<file path="config.mk">
export PLATFORM = sky130hd
export DESIGN_NAME = vga_timing_flat
export DESIGN_NICKNAME = d
export VERILOG_FILES = /design/src/rtl/vga_timing_if.sv /design/src/rtl/vga_timing.sv /design/src/flat_wrapper.sv
export SDC_FILE = /design/constraint.sdc
export NUM_CORES = 1
export LEC_CHECK = 0
export CAP_MARGIN = 0
export CORE_ASPECT_RATIO = 0.6
export CORE_MARGIN = 2
export CORE_UTILIZATION = 43
export DETAILED_ROUTE_END_ITERATION = 6
export PLACE_DENSITY = 0.75
export SLEW_MARGIN = 20
export SYNTH_ARGS = -nofsm -noshare
export SYNTH_HDL_FRONTEND = slang
export SYNTH_SLANG_ARGS = --single-unit
</file>
<file path="constraint.sdc">
create_clock -name clk -period 1.6 [get_ports clk]
set_clock_uncertainty 0.05 [all_clocks]
set_input_delay 0.24 -clock clk [delete_from_list [all_inputs] [get_ports clk]]
set_output_delay 0.24 -clock clk [all_outputs]
set_load 0.02 [all_outputs]
</file>
<file path="src/rtl/vga_timing_if.sv">
// vga_timing_if: raster interface between the timing generator and the
// pixel-colour generators / DAC path.
//   colPos, rowPos : current raster counters (timing generator -> generators)
//   active         : visible-area flag for the current counters
//   color_in       : combinational colour for (colPos,rowPos) (generators -> timing)
//   rgb_out        : registered, blanked pixel colour to the DAC
//   hsync, vsync   : registered sync pulses to the connector
//   frame_tick     : one-cycle pulse at the start of vertical blank
// master = timing generator, slave = colour generators / downstream consumers.
interface vga_timing_if #(
  parameter int COLOR_W = 6
);
  logic [9:0]         colPos;
  logic [9:0]         rowPos;
  logic               active;
  logic [COLOR_W-1:0] color_in;
  logic [COLOR_W-1:0] rgb_out;
  logic               hsync;
  logic               vsync;
  logic               frame_tick;

  modport master (
    output colPos, rowPos, active, rgb_out, hsync, vsync, frame_tick,
    input  color_in
  );

  modport slave (
    input  colPos, rowPos, active, rgb_out, hsync, vsync, frame_tick,
    output color_in
  );
endinterface

</file>
<file path="src/rtl/vga_timing.sv">
// vga_timing: free-running raster timing generator (640x480@60 by default).
// Ports:
//   clk    : pixel clock, everything on the rising edge
//   rst_n  : asynchronous active-low reset
//   vif    : vga_timing_if master modport (counters, active, colour return,
//            registered rgb/hsync/vsync and frame_tick)
// The raster counters drive colPos/rowPos directly; rgb_out, hsync, vsync and
// frame_tick are registered one clock behind the counters so the colour
// returned combinationally by the generators lines up with its own syncs.
module vga_timing #(
  parameter int   H_ACTIVE    = 640,
  parameter int   H_FP        = 16,
  parameter int   H_SYNC      = 96,
  parameter int   H_BP        = 48,
  parameter int   V_ACTIVE    = 480,
  parameter int   V_FP        = 10,
  parameter int   V_SYNC      = 2,
  parameter int   V_BP        = 33,
  parameter logic SYNC_ACTIVE = 1'b0,
  parameter int   COLOR_W     = 6
) (
  input  logic          clk,
  input  logic          rst_n,
  vga_timing_if.master  vif
);

  localparam int H_TOTAL = H_ACTIVE + H_FP + H_SYNC + H_BP;
  localparam int V_TOTAL = V_ACTIVE + V_FP + V_SYNC + V_BP;

  localparam logic [9:0] H_LAST   = 10'(H_TOTAL - 1);
  localparam logic [9:0] V_LAST   = 10'(V_TOTAL - 1);
  localparam logic [9:0] H_VIS    = 10'(H_ACTIVE);
  localparam logic [9:0] V_VIS    = 10'(V_ACTIVE);
  localparam logic [9:0] HS_FIRST = 10'(H_ACTIVE + H_FP);
  localparam logic [9:0] HS_LAST  = 10'(H_ACTIVE + H_FP + H_SYNC - 1);
  localparam logic [9:0] VS_FIRST = 10'(V_ACTIVE + V_FP);
  localparam logic [9:0] VS_LAST  = 10'(V_ACTIVE + V_FP + V_SYNC - 1);
  localparam logic [9:0] V_TICK   = 10'(V_ACTIVE - 1);

  logic [9:0]         h_cnt_p0;
  logic [9:0]         v_cnt_p0;
  logic               active_p0;
  logic               h_wrap_p0;

  logic [COLOR_W-1:0] rgb_p1;
  logic               hsync_p1;
  logic               vsync_p1;
  logic               frame_tick_p1;

  function automatic logic in_window(input logic [9:0] cnt,
                                     input logic [9:0] lo,
                                     input logic [9:0] hi);
    return (cnt >= lo) && (cnt <= hi);
  endfunction

  // Blanking forces black whatever the generators return outside the visible area.
  function automatic logic [COLOR_W-1:0] blank_color(input logic             vis,
                                                     input logic [COLOR_W-1:0] c);
    return vis ? c : '0;
  endfunction

  assign active_p0 = (h_cnt_p0 < H_VIS) && (v_cnt_p0 < V_VIS);
  assign h_wrap_p0 = (h_cnt_p0 == H_LAST);

  // ---- stage 1: raster counters ----
  always_ff @(posedge clk or negedge rst_n) begin
    if (!rst_n) begin
      h_cnt_p0 <= '0;
      v_cnt_p0 <= '0;
    end else begin
      if (h_wrap_p0) begin
        h_cnt_p0 <= '0;
        v_cnt_p0 <= (v_cnt_p0 == V_LAST) ? 10'd0 : v_cnt_p0 + 10'd1;
      end else begin
        h_cnt_p0 <= h_cnt_p0 + 10'd1;
      end
    end
  end

  // ---- stage 2: output registers ----
  // vsync is decoded from v_cnt alone, so it changes only when v_cnt does,
  // i.e. aligned to the h_cnt=0 boundary and spanning whole lines.
  always_ff @(posedge clk or negedge rst_n) begin
    if (!rst_n) begin
      rgb_p1        <= '0;
      hsync_p1      <= ~SYNC_ACTIVE;
      vsync_p1      <= ~SYNC_ACTIVE;
      frame_tick_p1 <= 1'b0;
    end else begin
      rgb_p1        <= blank_color(active_p0, vif.color_in);
      hsync_p1      <= in_window(h_cnt_p0, HS_FIRST, HS_LAST) ? SYNC_ACTIVE : ~SYNC_ACTIVE;
      vsync_p1      <= in_window(v_cnt_p0, VS_FIRST, VS_LAST) ? SYNC_ACTIVE : ~SYNC_ACTIVE;
      // Registered on the last pixel of the last visible line so it is high
      // while the counters read (0, V_ACTIVE).
      frame_tick_p1 <= h_wrap_p0 && (v_cnt_p0 == V_TICK);
    end
  end

  assign vif.colPos     = h_cnt_p0;
  assign vif.rowPos     = v_cnt_p0;
  assign vif.active     = active_p0;
  assign vif.rgb_out    = rgb_p1;
  assign vif.hsync      = hsync_p1;
  assign vif.vsync      = vsync_p1;
  assign vif.frame_tick = frame_tick_p1;

endmodule

</file>
<file path="src/flat_wrapper.sv">
// flat-port wrapper written by rule: the top's interface ports become plain ports
module vga_timing_flat 
#(
  parameter int   H_ACTIVE    = 640,
  parameter int   H_FP        = 16,
  parameter int   H_SYNC      = 96,
  parameter int   H_BP        = 48,
  parameter int   V_ACTIVE    = 480,
  parameter int   V_FP        = 10,
  parameter int   V_SYNC      = 2,
  parameter int   V_BP        = 33,
  parameter logic SYNC_ACTIVE = 1'b0,
  parameter int   COLOR_W     = 6
)
  (clk, rst_n, vif_colPos, vif_rowPos, vif_active, vif_rgb_out, vif_hsync, vif_vsync, vif_frame_tick, vif_color_in);
  vga_timing_if #(.COLOR_W(COLOR_W)) vif_i ();
  input  logic clk;
  input  logic rst_n;
  output wire logic [$bits(vif_i.colPos)-1:0] vif_colPos;
  output wire logic [$bits(vif_i.rowPos)-1:0] vif_rowPos;
  output wire logic [$bits(vif_i.active)-1:0] vif_active;
  output wire logic [$bits(vif_i.rgb_out)-1:0] vif_rgb_out;
  output wire logic [$bits(vif_i.hsync)-1:0] vif_hsync;
  output wire logic [$bits(vif_i.vsync)-1:0] vif_vsync;
  output wire logic [$bits(vif_i.frame_tick)-1:0] vif_frame_tick;
  input wire logic [$bits(vif_i.color_in)-1:0] vif_color_in;
  assign vif_colPos = vif_i.colPos;
  assign vif_rowPos = vif_i.rowPos;
  assign vif_active = vif_i.active;
  assign vif_rgb_out = vif_i.rgb_out;
  assign vif_hsync = vif_i.hsync;
  assign vif_vsync = vif_i.vsync;
  assign vif_frame_tick = vif_i.frame_tick;
  assign vif_i.color_in = vif_color_in;
  vga_timing #(.H_ACTIVE(H_ACTIVE), .H_FP(H_FP), .H_SYNC(H_SYNC), .H_BP(H_BP), .V_ACTIVE(V_ACTIVE), .V_FP(V_FP), .V_SYNC(V_SYNC), .V_BP(V_BP), .SYNC_ACTIVE(SYNC_ACTIVE), .COLOR_W(COLOR_W)) u_core (.clk(clk), .rst_n(rst_n), .vif(vif_i));
endmodule
</file>
======== Word level (Yosys, flattened, before mapping) ========
Index checks and enable logic that the tools add are counted.
word-level totals
  register bits ........................... 29
  bits of input ports ..................... 8
  output and inout port bits .............. 30
  logic and storage cells ................. 26
operators by class
  add/subtract/negate cells ............... 2
  magnitude comparators ................... 6
  equality and inequality tests ........... 3
  muxes and demuxes ....................... 5
  reductions and logical operators ........ 4
operator list
  operator                                                                           count
  10-bit by 1-bit adder with 10-bit output, second input constant                    2
  10-bit equality test, second input constant                                        2
  10-bit 2-to-1 mux                                                                  2
  10-bit by 9-bit equality test with 1-bit output, second input constant             1
  10-bit >= comparator, second input constant                                        1
  10-bit by 9-bit >= comparator with 1-bit output, second input constant             1
  10-bit less-or-equal comparator, second input constant                             1
  10-bit by 9-bit less-or-equal comparator with 1-bit output, second input constant  1
  10-bit less-than comparator, second input constant                                 1
  10-bit by 9-bit less-than comparator with 1-bit output, second input constant      1
  6-bit 2-to-1 mux                                                                   1
  1-bit logical AND                                                                  4
  1-bit 2-to-1 mux                                                                   2

======== Logic depth before layout (Yosys ltp) ========
  depth after elaboration ................. 3
  mapped depth ............................ 6
  mapped depth without buffers ............ 5

======== Worst setup path after synthesis ========
Ideal clock, no wire load.
  path type ............................... flip-flop to flip-flop
  from .................................... register u_core.h_cnt_p0[0], in the netlist u_core.vif.colPos[0]
  to ...................................... register u_core.v_cnt_p0[4], in the netlist u_core.vif.rowPos[4]
  setup time .............................. 0.128 ns
  arrival ................................. 1.661 ns
  required time ........................... 1.422 ns
  slack ................................... -0.239 ns
  cell stages (with the launch flop) ...... 7
  buffers on the path ..................... 1
  clock period less this slack ............ 1.839 ns
  path through ............................ dfrtp_1 -> ha_1 -> and3_1 -> and3_1 -> buf_6 -> nand4_1 -> mux2_1
on the way
  longest elaborated chain between the ends .. 1
ends and longest elaborated chain
  what                    RTL line          text
  start, declared         vga_timing.sv:40  logic [9:0] h_cnt_p0;
  start signal, assigned  vga_timing.sv:75  h_cnt_p0 <= h_cnt_p0 + 10'd1;
  10-bit equality test    vga_timing.sv:63  assign h_wrap_p0 = (h_cnt_p0 == H_LAST);
  end signal, assigned    vga_timing.sv:73  v_cnt_p0 <= (v_cnt_p0 == V_LAST) ? 10'd0 : v_cnt_p0 + 10'd1;
  end, declared           vga_timing.sv:41  logic [9:0] v_cnt_p0;
Every way passes these cells.
A chain may end at the register's enable or synchronous reset.

======== Worst setup path in the final report ========
  from .................................... register u_core.h_cnt_p0[7], in the netlist u_core.vif.colPos[7]
  to ...................................... register u_core.v_cnt_p0[4], in the netlist u_core.vif.rowPos[4]
Same word-level chain as after synthesis.

==> metrics <==
clk sinks=29; met1 wire length=approximately 1.7 mm; crit path max-delay cell type=dfrtp_2; worst slew pin tran=between 0.3 and 0.4 ns; minimum clock period=1.72 ns; max layer used=met4; clk slew on worst S/H paths=about 0.06 ns; share of cells above drive strength 1=between 30% and 40%; DRC violation count after routing=0; setup_tns=-0.389 ns; Synth Warn #=0; Via density=5.34; CTS hold repair buffers=0; clock share of power=between 40% and 50%; FFs w/ async S/R, synth=100%; CP Capture Type=flop; CP Buf/Inv Count=0; Max Clk Rate=582 MHz; Final HPWL DP=between 2 and 2.5 mm; worst path cell trace=nor4b_4 > and3_4 > nand4_1 > mux2_4; CP required=between 1.5 and 2 ns; Yosys cell types=34; outcome=finished with violations; sequential-to-total area share from yosys stat=a little over half; Hold Crit Class=in2async; WL final=about 3.9 mm; Post-synth EDFFs=0; Yosys top cell by area=dfrtp_1; Post-synth top cells=dfrtp_1 (27), nor2_1 (10), and2_1 (8); CP max FO=7; Final Max Slew Viols=0; crit path kind=reg2reg; RSZ-0062 raised after global routing=true; Rows=15; met2 WL=between 1.5 and 2 mm; total track usage=20.7%; H-tree depth=2; Die Wd=around 78 um; Period Utilization, post-route=107%; Critical Path Max Stage Delay=0.44 ns; die area=between 0.003 and 0.004 mm^2; Post-Syn Instances=roughly 130; Nets=approximately 210; Yosys reg bits=29; GP Congestion=0.870; share of the synthesized area in the top cell type=48.3%; max_cap viols=0; Synth Flop Type=dfrtp_1; worst path arrival time=1.83 ns; syn nets=roughly 140; Largest delay share family, worst path=simple AND/OR/NAND/NOR gates; root buf cell=clkbuf_8; global-route wire length before repair=between 5 and 6 mm; Setup violations, final=9; final number of hold-violating endpoints=0; Lkg Pwr=between 0.001 and 0.0015 uW; cell with the most instances after synthesis=dfrtp_1; worst-case clock buffer depth=2; failing checks=negative setup slack; Flop pwr share=between 50% and 60%; I/O pin count=38; largest net degree at the start of global routing=30; vias in the first global route=roughly 1200; Syn Area/Cell=around 11 um^2; Initial Utilization=about 47%; non-filler instance count after layout=around 240; gr ovfl total=0; Gate power share=approximately 4.6%; antenna cells=0; design area=about 0.0022 mm^2; crit start category=flop; met3 routed WL=250 um; Post-DRT Antenna Nets=0; via count=1297; DRT Pass-1 Iters=4; Die Y=approximately 48 um; Placed Instances=approximately 230; peak supply drop=~0.46 mV; Placed Area=about 0.0020 mm^2; PD cells=626 mW/mm^2; Mapped Area=around 0.0014 mm^2; switching power=roughly 300 uW; Slew headroom=75.7%; CTS tree=yes; initial antenna violation count=0; number of I/O port buffers=37; WL/cell=~16 um; initial DRC count=between 50 and 60; Sw Ratio=about a fifth; later-pin clock latency in the skew report=~0.28 ns; final worst slack=-0.117 ns; top cells by area, synth=dfrtp_1 (48%), ha_1 (4.5%), dfstp_2 (3.8%), xor2_1 (3.8%), and2_1 (3.6%); core area=approximately 0.0030 mm^2; CTS buffer count=5; area delta synth->final=57.2%; internal power=about 1100 uW
routing by layer:
metal  track usage (%)  vias up
li1                  -      594
met1              26.3      643
met2              34.0       50
met3              6.85       10
met4              9.29        0
met5                 0        -
stage by stage:
stage	util (%)	hold slack (ns)	power, uW	setup slack (ns)
after floorplan	-	-0.106	772	-0.0946
after global placement	66.9	0.509	820	-0.112
after detailed placement	66.9	0.512	821	-0.210
after CTS	70.2	0.306	1400	-0.101
after global routing	73.6	0.351	1420	-0.145
final	73.6	0.297	1380	-0.117
power groups by stage:
stage | sequential, uW | combinational (uW) | clock (uW)
6_report | 743 | 63.1 | 569
5_1_grt | 744 | 69.3 | 612
4_1_cts | 743 | 65.0 | 587
3_5_place_dp | 756 | 64.8 | 0
3_3_place_gp | 756 | 63.5 | 0
2_1_floorplan | 767 | 4.83 | 0
placed cells by master, fill, tap and decap left out, types with 5 or more instances in the layout:
master / count
dlygate4sd2_1: 21
nand4_1: 5
o21ai_0: 5
clkbuf_8: 5
buf_4: 29
inv_1: 6
nor2_1: 8
dfrtp_1: 22
clkdlybuf4s50_1: 14
dfrtp_2: 5
and2_1: 8
nand3_1: 7
xor2_1: 6
worst reg2reg max path: cells and delay by family, from the launching register on:
| kind | cells | cell delay, ns |
|---|---|---|
| and+or+nand+nor | 3 | 0.80 |
| DFF | 1 | 0.44 |
| muxes | 1 | 0.32 |
path summary, 6_finish.rpt:
kind / from / end / slack (ns) / cells after the start
worst min-delay path: rst_n / u_core.vif.colPos[3]$_DFF_PN0_ / 0.30 / 2
min in group clk: vif_color_in[1] / u_core.vif.rgb_out[1]$_DFF_PN0_ / 0.46 / 2
max in group asynchronous: rst_n / u_core.vif.hsync$_DFF_PN1_ / 0.89 / 2
worst max-delay path: u_core.vif.colPos[7]$_DFF_PN0_ / u_core.vif.rowPos[4]$_DFFE_PN0N_ / -0.12 / 4
worst min register to register: u_core.vif.colPos[6]$_DFF_PN0_ / u_core.vif.colPos[6]$_DFF_PN0_ / 0.52 / 1
worst max register to register: u_core.vif.colPos[7]$_DFF_PN0_ / u_core.vif.rowPos[4]$_DFFE_PN0N_ / -0.12 / 4
flip-flops by register name (all words and copies together) (netlist names):
register and cells:
u_core.vif.colPos 10, u_core.vif.frame_tick 1, u_core.vif.hsync 1, u_core.vif.rgb_out 6, u_core.vif.rowPos 10, u_core.vif.vsync 1
kinds of logic (layout without fill, tap and decap cells):
logic type	count (synthesis)	in the layout	synth area share (%)
AND/OR/NAND/NOR	58	59	24.9
flip-flops	29	29	52.1
AO/OA/AOI/OAI	15	15	6.89
XOR/XNOR	9	9	5.64
buffers and inverters	9	81	3.58
adder cells (fa/ha/maj)	5	5	4.48
multiplexers	3	3	2.42
area by class of cell:
cell class	instances	area, um^2
Multi-Input combinational cell	91	731
Sequential cell	29	734
Inverter	6	22.5
Timing Repair Buffer	67	577
Fill cell	209	787
Clock buffer	8	80.1
Tap cell	42	52.6
what timing repair did:
item,CTS,global route
pin swaps,4,6
setup endpoints to repair,31,13
resized for setup,33,15
cloned,0,1
hold endpoints to repair,0,0
buffers inserted,2,4
Note: power is estimated with default switching activity, not from simulation.
